<file path="config.mk">
export PLATFORM = sky130hd
export DESIGN_NAME = rotate_finder
export DESIGN_NICKNAME = d
export VERILOG_FILES = /design/src/rtl/rotate_finder.sv
export SDC_FILE = /design/constraint.sdc
export NUM_CORES = 1
export LEC_CHECK = 0
export BUFFER_PORTS_ARGS = -buffer_cell sky130_fd_sc_hd__clkbuf_2
export CAP_MARGIN = 20
export CORE_ASPECT_RATIO = 0.75
export CORE_UTILIZATION = 40
export DETAILED_ROUTE_END_ITERATION = 12
export PLACE_DENSITY = 0.63
export SLEW_MARGIN = 40
export SYNTH_ARGS = -nofsm -noshare
export SYNTH_HDL_FRONTEND = slang
export SYNTH_SLANG_ARGS = --single-unit
</file>
<file path="constraint.sdc">
create_clock -name clk -period 3.5 [get_ports clk]
set_input_delay 0.175 -clock clk [delete_from_list [all_inputs] [get_ports clk]]
set_output_delay 0.175 -clock clk [all_outputs]
set_load 0.03 [all_outputs]
</file>
<file path="src/rtl/rotate_finder.sv">
// rotate_finder: finds the smallest rotation mapping original onto rotated, one position per clock
module rotate_finder #(
   parameter int WIDTH = 16,
   parameter int SHW   = 4
) (
   input  logic             clk,
   input  logic             reset,
   input  logic             start,
   input  logic [WIDTH-1:0] original,
   input  logic [WIDTH-1:0] rotated,
   output logic             busy,
   output logic             done,
   output logic             found,
   output logic [SHW-1:0]   shift,
   output logic             lr
);
   typedef enum logic [1:0] {IDLE, SEARCH, DONE} state_t;
   localparam logic [SHW-1:0] KMAX = SHW'(WIDTH - 1);
   localparam logic [SHW-1:0] HALF = SHW'(WIDTH / 2);
   state_t state, state_n;
   logic [WIDTH-1:0] cur, cur_n, tgt, tgt_n;
   logic [SHW-1:0] k, k_n, shift_n;
   logic found_n, lr_n;
   always_comb begin
      state_n = state;
      cur_n   = cur;
      tgt_n   = tgt;
      k_n     = k;
      found_n = found;
      shift_n = shift;
      lr_n    = lr;
      case (state)
         IDLE: if (start) begin
            state_n = SEARCH;
            cur_n   = original;
            tgt_n   = rotated;
            k_n     = '0;
            found_n = 1'b0;
            shift_n = '0;
            lr_n    = 1'b0;
         end
         SEARCH: if (cur == tgt) begin
            state_n = DONE;
            found_n = 1'b1;
            lr_n    = k > HALF;
            shift_n = (k > HALF) ? SHW'(-k) : k;
         end else if (k == KMAX) begin
            state_n = DONE;
            found_n = 1'b0;
            shift_n = '0;
            lr_n    = 1'b0;
         end else begin
            cur_n = {cur[WIDTH-2:0], cur[WIDTH-1]};
            k_n   = k + 1'b1;
         end
         DONE: state_n = IDLE;
         default: state_n = IDLE;
      endcase
   end
   always_ff @(posedge clk) begin
      if (reset) begin
         state <= IDLE;
         cur   <= '0;
         tgt   <= '0;
         k     <= '0;
         found <= 1'b0;
         shift <= '0;
         lr    <= 1'b0;
      end else begin
         state <= state_n;
         cur   <= cur_n;
         tgt   <= tgt_n;
         k     <= k_n;
         found <= found_n;
         shift <= shift_n;
         lr    <= lr_n;
      end
   end
   assign busy = (state == SEARCH);
   assign done = (state == DONE);
endmodule
</file>
==> results.json, run 1 <==
{
  "crit_path_end_kind": "register",
  "grt_pass1_vias": 1709,
  "post-route-period-util_pct": 63.7,
  "clock_power_share_pct": 26.2,
  "cts_buffers": 5,
  "cp.required_ns": 3.69,
  "clock_path_buffers": 2,
  "core-area_um2": 5410,
  "num_io_pins": 43,
  "grt_pass1_wl_um": 8270,
  "fin_tns_setup_ns": 0,
  "cp.arrival_ns": 2.42,
  "h-tree-depth": 2,
  "drtIter0Drc": 99,
  "overflow": 0,
  "grt_util_all_layers_pct": 18.6,
  "p_total_uw": 1160,
  "outcome": "finished clean",
  "slew_viol_final": 0,
  "syn2layout_area_growth_pct": 13.1,
  "max_freq_mhz": 448,
  "dr_total_vias": 1878,
  "min_period_ns": 2.23,
  "power.leakage_uw": 0.000997,
  "syn-mean-instance-area_um2": 8.39,
  "port-buffer-count": 42,
  "fp-row-count": 23,
  "hold_buffers": 0,
  "clk_latency_ns": 0.30,
  "p_per_area_nw_per_um2": 452,
  "p_int_uw": 790,
  "clk_pin_slew_ns": 0.08,
  "async_reset_ff_share_pct": 0,
  "slowest_delay_ns": 0.70,
  "cts_root_buffer": "clkbuf_8",
  "min_path_type": "primary input to register",
  "synthesis.area_um2": 2260,
  "synth-main-ff-cell": "dfxtp_1",
  "cts_tree": "done",
  "diodes": 0,
  "drc": 0,
  "critPathMaxFanout": 16,
  "die_h_um": 67.2,
  "gp_congestion": 0.769,
  "netlist_instances": 270,
  "synth_edf_count": 0,
  "grt_max_degree": 41,
  "hpwl_um": 3670,
  "nets": 341,
  "drt_wl_total_um": 5060,
  "switching_power_uw": 369,
  "p_sw_share_pct": 31.8,
  "worst-setup-path-type": "register to register",
  "syn_nets": 307,
  "ant_nets": 0,
  "hold_viol_final": 0,
  "crit_slowest_cell": "nor4_4",
  "tightest_slew_ns": 0.713,
  "ys_seq_area_share_pct": 38.9,
  "slew_headroom_pct": 52.1,
  "combPwrFrac_pct": 24.3,
  "seqPwrFrac_pct": 49.5,
  "final_layout_size_suffix_gt1_share_pct": 24.0,
  "ys_ff_latch": 44,
  "initial_core_util_pct": 41.9,
  "die_area_um2": 5970,
  "cp-start-kind": "register",
  "crit_chain": "xnor2_1 -> nand4_1 -> nor4_4 -> o21ai_0 -> a32o_1",
  "peakVddDrop_v": 0.000144,
  "wl_per_cell_um": 13.3,
  "postCtsResizedCells": 0,
  "ys_types": 41,
  "finalSetupViolations": 0,
  "clock-sinks": 44,
  "finalClockSkew_ns": 0.00815,
  "rsz0062_at_grt": "false",
  "max_cap_violations": 0,
  "cts_setup_buffers": 0,
  "viasPerCell": 4.96,
  "ys_warn_count": 0,
  "antenna_found_initial": 0,
  "die_x_um": 88.9,
  "drtPass1Iterations": 4
}
## logic make-up after synthesis
group	after synthesis	synth area share, %
flip-flops	44	38.9
multiplexers	1	0.497
AND/OR/NAND/NOR	79	15.7
XOR/XNOR	17	6.57
buffers and inverters	44	9.89
AO/OA/AOI/OAI	83	27.3
adder cells (fa/ha/maj)	2	1.10
## routing by layer
layer	share of wire, %	track usage (%)	vias up
li1	-	-	1004
met2	41	26.2	49
met1	53	27.8	820
met3	5.2	4.40	5
met5	0	0	-
met4	0.85	6.05	0
## flip-flops by register name (all words and copies together) (netlist names)
signal / flops
shift: 4
cur: 16
tgt: 16
state: 2
lr: 1
k: 4
found: 1
## cell usage after synthesis, drive strengths merged, types with 3 or more instances
master,number,area [um2]
nor2,5,18.8
dfxtp,44,881
a211oi,32,310
a32o,4,40.0
buf,14,111
nand2,54,203
a21oi,17,85.1
xnor2,17,149
nand3,3,15.0
o21ai,19,95.1
inv,22,82.6
nand4,4,25.0
clkbuf,7,26.3
## per-stage QoR
step           instances  utilization, %  hold slack [ns]  setup slack, ns  cell area (um2)
2_1_floorplan        270               -            0.311             1.91             2260
3_3_place_gp         372            45.9            0.402             1.30             2480
3_5_place_dp         372            45.9            0.405             1.27             2480
4_1_cts              379            47.4           0.0823             1.23             2560
5_1_grt              379            47.4           0.0800             1.07             2560
6_report             379            47.4           0.0904             1.27             2560
## cell usage in the layout, fill, tap and decap left out, types with 2 or more instances in the layout
cell type	n
xnor2_1	17
nand3_1	3
nand4_1	4
nor2b_1	2
a32o_1	4
buf_4	6
or4_1	2
a211oi_1	18
dfxtp_1	44
o211ai_1	2
inv_1	21
a211oi_2	14
clkbuf_8	5
clkbuf_2	42
nor3_1	2
and2_1	2
nand2_1	54
o21ai_0	19
a21oi_1	17
nor2_1	5
a31oi_1	2
ha_1	2
## cell type report
| class | instances | area (um2) |
|---|---|---|
| Sequential cell | 44 | 881 |
| Multi-Input combinational cell | 182 | 1170 |
| Clock inverter | 1 | 5.00 |
| Timing Repair Buffer | 48 | 255 |
| Fill cell | 568 | 2850 |
| Clock buffer | 6 | 72.6 |
| Tap cell | 75 | 93.8 |
| Inverter | 23 | 86.3 |
## worst max-delay path, delay by kind of cell (launching register included)
kind | cells | cell delay, ns
AND/OR/NAND/NOR | 2 | 0.87
AO/OA/AOI/OAI | 2 | 0.73
flip-flops | 1 | 0.33
XOR/XNOR | 1 | 0.18
## worst paths after layout
check,from,endpoint,slack (ns),depth (start not counted)
setup reg to reg,cur[2],lr,1.27,5
setup / recovery,cur[2],lr,1.27,5
hold reg to reg,tgt[12],tgt[12],0.47,2
hold / removal,rotated[12],tgt[12],0.09,3
## power groups by stage
stage / clock network [uW] / registers (uW) / logic, uW
after floorplan: 0 / 579 / 217
after global placement: 0 / 585 / 282
after detailed placement: 0 / 586 / 282
after CTS: 312 / 575 / 283
after global routing: 334 / 580 / 314
final: 303 / 574 / 282
Note: power is estimated with default switching activity, not from simulation.
==> run 2, diff against run 1 <==
Settings changed: ABC_AREA set to 1, PLACE_DENSITY 0.63 to 0.65.
Clock period 3.5 ns to 2 ns, I/O delays scaled along.
==> run 2 against run 1 <==
  * Critical path depth is 6 higher
  * Wire length is 3.5% higher
  * Sequential share of layout area fell by 1.4 points
  * Clock power increased by 140%
  * Count of clock-buffer cells in the layout unchanged
  * First-iteration DRC count is 20% higher
  * Die area up 1.5%
  * Global-route usage is essentially flat
  * Highest routed layer unchanged
==> results.json, run 2 <==
{
  "outcome": "finished clean",
  "syn2layout_area_growth_pct": 16.3,
  "clk_latency_ns": 0.30,
  "die_h_um": 67.7,
  "num_io_pins": 43,
  "slowest_delay_ns": 0.36,
  "p_sw_share_pct": 31.3,
  "netlist_instances": 359,
  "power.leakage_uw": 0.00130,
  "die_area_um2": 6060,
  "multiInputGateArea_um2": 1150,
  "core-area_um2": 5440,
  "syn-mean-instance-area_um2": 6.40,
  "cts_buffers": 5,
  "h-tree-depth": 2,
  "synth_commonest_cells": "nand2_1, nor2_1, dfxtp_1, inv_1, o21ai_0",
  "r2r_slack_ns": 0.34,
  "endpoint": "cur[10]",
  "min_period_ns": 1.66,
  "synth-main-ff-cell": "dfxtp_1",
  "gp_congestion": 0.798,
  "final_layout_size_suffix_gt1_share_pct": 17.8,
  "synth.area.top_cells": "dfxtp_1, nand2_1, nor2_1",
  "clock_power_share_pct": 31.8,
  "p_total_uw": 2290,
  "slew_viol_final": 0,
  "finalClockSkew_ns": 0.0162,
  "whs_ns": 0.0761,
  "seqPwrFrac_pct": 45.0,
  "clk_pin_slew_ns": 0.10,
  "initial_core_util_pct": 42.3,
  "r2r_end": "cur[10]",
  "synthesis.area_um2": 2300,
  "cts_root_buffer": "clkbuf_8",
  "post-route-period-util_pct": 83.0,
  "min_path_type": "primary input to register",
  "tightest_slew_ns": 0.508,
  "path_common_cell": "nand2_1",
  "fp-row-count": 23,
  "port-buffer-count": 42,
  "wl_per_cell_um": 11.1,
  "diodes": 0,
  "syn_nets": 396,
  "synth_edf_count": 0,
  "reg2reg_depth": 11,
  "seqCellArea_um2": 881,
  "postCtsResizedCells": 0,
  "setup_slack_ns": 0.340,
  "grt_pass1_vias": 1875,
  "cp.arrival_ns": 1.88,
  "final_cell_mix": "nand2_1, nor2_1, dfxtp_1, clkbuf_2, inv_1",
  "finalSetupViolations": 0,
  "ys_ff_latch": 44,
  "ys_types": 22,
  "grt_util_all_layers_pct": 18.6,
  "die_x_um": 89.5,
  "hold_viol_final": 0,
  "crit_slowest_cell": "dfxtp_1",
  "switching_power_uw": 717,
  "nets": 434,
  "ys_seq_area_share_pct": 38.3,
  "yosysMostFrequentCell": "nand2_1",
  "postLayoutCoreUtil_pct": 49.1,
  "grt_max_degree": 35,
  "clock_path_buffers": 2,
  "cp-start-kind": "register",
  "cp.required_ns": 2.22,
  "synth_top_area_share_pct": 38.3,
  "crit_start": "cur[3]",
  "worst-setup-path-type": "register to register",
  "fin_tns_setup_ns": 0,
  "viasPerCell": 4.67,
  "async_reset_ff_share_pct": 0,
  "p_int_uw": 1570,
  "max_freq_mhz": 603,
  "drtPass1Iterations": 4,
  "drt_wl_total_um": 5240,
  "ys_warn_count": 0,
  "cts_setup_buffers": 0,
  "mostFrequentLayoutCell": "nand2_1",
  "top_regs": "cur x16, tgt x16",
  "hold_buffers": 0,
  "hpwl_um": 3660,
  "ant_nets": 0,
  "rsz0062_at_grt": "false",
  "p_per_area_nw_per_um2": 858,
  "max_cap_violations": 0,
  "crit_path_end_kind": "register",
  "fillCellCount": 574,
  "dr_total_vias": 2208,
  "overflow": 0,
  "grt_pass1_wl_um": 8650,
  "hold_depth": 3,
  "combPwrFrac_pct": 23.2,
  "crit_chain": "inv_1 -> nand2_1 -> nand2_1 -> nor2_1 -> nand2_1 -> nor2_2 -> nand3_2 -> buf_4 -> nand3b_1 -> nand2_1 -> nor2_1",
  "drc": 0,
  "clock-sinks": 44,
  "post-synth-top-area-cell": "dfxtp_1",
  "drtIter0Drc": 119,
  "rr_startpoint": "cur[3]",
  "critPathMaxFanout": 16,
  "dpl_worst_slack_ns": 0.393,
  "slew_headroom_pct": 66.1,
  "peakVddDrop_v": 0.000509,
  "antenna_found_initial": 0,
  "cts_tree": "done"
}
[run 2: cell count changes after synthesis, moves of 6 or more]
cell / previous run / this run
a211oi_2: 14 / 0
o21ai_0: 19 / 34
nand2_1: 54 / 108
inv_1: 21 / 38
nand3b_1: 0 / 16
inv_2: 1 / 7
a21oi_1: 17 / 28
nor2_1: 5 / 48
xnor2_1: 17 / 0
a211oi_1: 18 / 0
[run 2: worst min path at each step]
stage	from	endpoint
after floorplan	rotated[0]	tgt[0]
after global placement	rotated[12]	tgt[12]
after detailed placement	rotated[11]	tgt[11]
after CTS	rotated[6]	tgt[6]
after global routing	rotated[0]	tgt[0]
final	rotated[0]	tgt[0]
[run 2: logic make-up after synthesis]
group	share of synthesized area [%]
AND/OR/NAND/NOR	35.0
AO/OA/AOI/OAI	13.7
flip-flops	38.3
buffers and inverters	11.5
adder cells (fa/ha/maj)	1.09
XOR/XNOR	0.381
[run 2: metal layers]
metal | vias to the layer above | share of wire (%) | global-route usage, %
li1 | 1183 | - | -
met1 | 962 | 53 | 26.8
met2 | 59 | 41 | 28.3
met4 | 0 | 0.78 | 4.56
met3 | 4 | 5.3 | 3.79
met5 | - | 0 | 0
[run 2: through the flow]
step	cell area (um2)	std cells
6_report	2670	473
3_3_place_gp	2550	465
2_1_floorplan	2300	359
4_1_cts	2670	473
3_5_place_dp	2550	465
5_1_grt	2670	473
[run 2: area by class of cell]
class | instances | share of cell area, %
flip-flops and latches | 44 | 33.0
inverters | 46 | 6.55
clock buffers | 6 | 3.09
clock inverters | 2 | 1.45
multi-input cells | 253 | 43.2
well taps | 75 | 3.51
repair buffers | 47 | 9.27
[run 2: power by group through the flow]
stage	Sequential [uW]	Clock [uW]	Combinational, uW
6_report	1030	728	533
5_1_grt	1040	774	615
4_1_cts	1030	749	534
3_5_place_dp	1050	0	531
3_3_place_gp	1050	0	528
2_1_floorplan	1030	0	426
[run 2: worst max-delay path: cells and delay by family, from the launching register on]
| family | cells | cell delay (ns) |
|---|---|---|
| AND/OR/NAND/NOR | 9 | 0.90 |
| flip-flops | 1 | 0.36 |
| buffers and inverters | 2 | 0.31 |
==> run 3, diff against run 2 <==
Settings changed: ABC_AREA 1 to 0.
Clock period 2 ns to 1.5 ns, I/O delays scaled along.
==> run 3 against run 2 <==
  * The run now ends with setup timing left
  * Global-route usage increased by 1.8 points
  * Design area increased by 13%
  * Clock skew decreased by 0.012 ns
==> results.json, run 3 (synthesis results as in run 1) <==
{
  "outcome": "finished, violations left",
  "violations": "setup timing",
  "p_per_area_nw_per_um2": 986,
  "clk_latency_ns": 0.30,
  "crit_family": "simple AND/OR/NAND/NOR gates",
  "ant_nets": 0,
  "min_period_ns": 1.77,
  "die_h_um": 67.2,
  "multiInputGateArea_um2": 1250,
  "cts_root_buffer": "clkbuf_8",
  "wl_per_cell_um": 13.4,
  "rsz0062_at_grt": "true",
  "grt_pass1_vias": 1934,
  "clk_pin_slew_ns": 0.08,
  "grt_pass1_wl_um": 9120,
  "antenna_found_initial": 0,
  "post-route-period-util_pct": 118,
  "cp.required_ns": 1.72,
  "combPwrFrac_pct": 28.2,
  "hold_viol_final": 0,
  "seqPwrFrac_pct": 45.4,
  "num_io_pins": 43,
  "die_area_um2": 5970,
  "p_sw_share_pct": 31.8,
  "path_common_cell": "buf_4",
  "max_cap_violations": 0,
  "seqCellArea_um2": 890,
  "slew_headroom_pct": 77.1,
  "drtIter0Drc": 76,
  "top_regs": "cur x16, tgt x16",
  "critPathMaxFanout": 5,
  "gp_congestion": 0.809,
  "switching_power_uw": 942,
  "cts_buffers": 5,
  "crit_path_end_kind": "register",
  "drt_wl_total_um": 5620,
  "core-area_um2": 5410,
  "hpwl_um": 4030,
  "mostFrequentLayoutCell": "nand2_1",
  "slew_viol_final": 0,
  "tightest_slew_ns": 0.344,
  "clock_power_share_pct": 26.5,
  "postLayoutCoreUtil_pct": 55.6,
  "whs_ns": 0.0181,
  "final_cell_mix": "nand2_1, clkbuf_2, dfxtp_1, buf_4, inv_1",
  "worst-setup-path-type": "register to register",
  "p_int_uw": 2020,
  "power.leakage_uw": 0.00121,
  "die_x_um": 88.9,
  "cp.arrival_ns": 2.00,
  "fillCellCount": 548,
  "initial_core_util_pct": 41.9,
  "slowest_delay_ns": 0.36,
  "grt_max_degree": 28,
  "clock_path_buffers": 2,
  "h-tree-depth": 2,
  "nets": 379,
  "diodes": 0,
  "final_layout_size_suffix_gt1_share_pct": 34.4,
  "peakVddDrop_v": 0.000397,
  "finalClockSkew_ns": 0.00387,
  "critPathBufInv": 3,
  "place_area_um2": 2670,
  "max_freq_mhz": 564,
  "cp-start-kind": "register",
  "fin_area_um2": 3010,
  "clock-sinks": 44,
  "overflow": 0,
  "crit_chain": "xnor2_2 -> nand4_1 -> nor4_4 -> buf_6 -> buf_4 -> buf_4 -> o211ai_1 -> a31oi_1",
  "fp-row-count": 23,
  "cts_tree": "done",
  "dr_total_vias": 2114,
  "viasPerCell": 5.06,
  "syn2layout_area_growth_pct": 32.8,
  "setup_slack_ns": -0.273,
  "finalSetupViolations": 28,
  "crit_slowest_cell": "nor4_4",
  "grt_util_all_layers_pct": 20.4,
  "drc": 0,
  "min_path_type": "primary input to register",
  "port-buffer-count": 42,
  "drtPass1Iterations": 4
}
-- run 3: cell count changes in the layout (fill, tap and decap cells not counted), sizes merged, moves of 13 or more --
cell	previous run	this run
nor2	53	5
dlygate4sd3	0	13
inv	46	22
nand3b	16	0
xnor2	0	17
nand2	110	54
buf	5	31
o21ai	35	19
a211oi	0	32
-- run 3: final cells by class --
type | instances | area share [%]
Clock buffer | 7 | 2.87
Clock inverter | 1 | 0.250
Inverter | 23 | 2.87
Multi-Input combinational cell | 182 | 41.5
Sequential cell | 44 | 29.6
Tap cell | 75 | 3.12
Timing Repair Buffer | 86 | 19.8
-- run 3: timing repair --
action / 4_1_cts / 5_1_grt
hold buffers: 13 / 0
gates resized for setup: 13 / 13
endpoints found under the setup margin: 28 / 28
cloned: 0 / 1
pin swaps: 6 / 11
endpoints found under the hold margin: 13 / 0
buffers inserted: 3 / 1
-- run 3: power by group through the flow --
stage | clock network (uW) | registers, uW | logic (uW)
4_1_cts | 808 | 1340 | 799
3_3_place_gp | 0 | 1360 | 737
6_report | 784 | 1350 | 835
2_1_floorplan | 0 | 1350 | 519
3_5_place_dp | 0 | 1360 | 743
5_1_grt | 861 | 1360 | 904
-- run 3: worst paths after layout --
kind	from	endpoint	slack (ns)	depth (start not counted)
worst max-delay path	tgt[5]	k[3]	-0.27	8
worst min-delay path	rotated[14]	tgt[14]	0.02	3
worst min register to register	tgt[10]	tgt[10]	0.47	2
worst max register to register	tgt[5]	k[3]	-0.27	8
-- run 3: layer usage --
layer	vias up	global-route usage [%]	wire [um]
met5	-	0	0
met4	0	7.06	58
met3	7	4.28	186
met2	37	30.0	2430
met1	986	29.5	2950
li1	1084	-	-
-- run 3: per-stage QoR --
| stage | setup WS (ns) | cells | power, uW | setup TNS [ns] |
|---|---|---|---|---|
| after CTS | -0.260 | 418 | 2950 | -6.01 |
| after floorplan | -0.0563 | 270 | 1870 | -0.838 |
| final | -0.273 | 418 | 2960 | -5.70 |
| after global placement | -0.340 | 394 | 2100 | -6.22 |
| after global routing | -0.342 | 418 | 3120 | -7.12 |
| after detailed placement | -0.365 | 394 | 2100 | -6.57 |
-- run 3: tightest hold or removal path, delay by kind of cell --
family | cells | cell delay, ns
AO/OA/AOI/OAI | 1 | 0.06
AND/OR/NAND/NOR | 1 | 0.06
buffers and inverters | 1 | 0.08
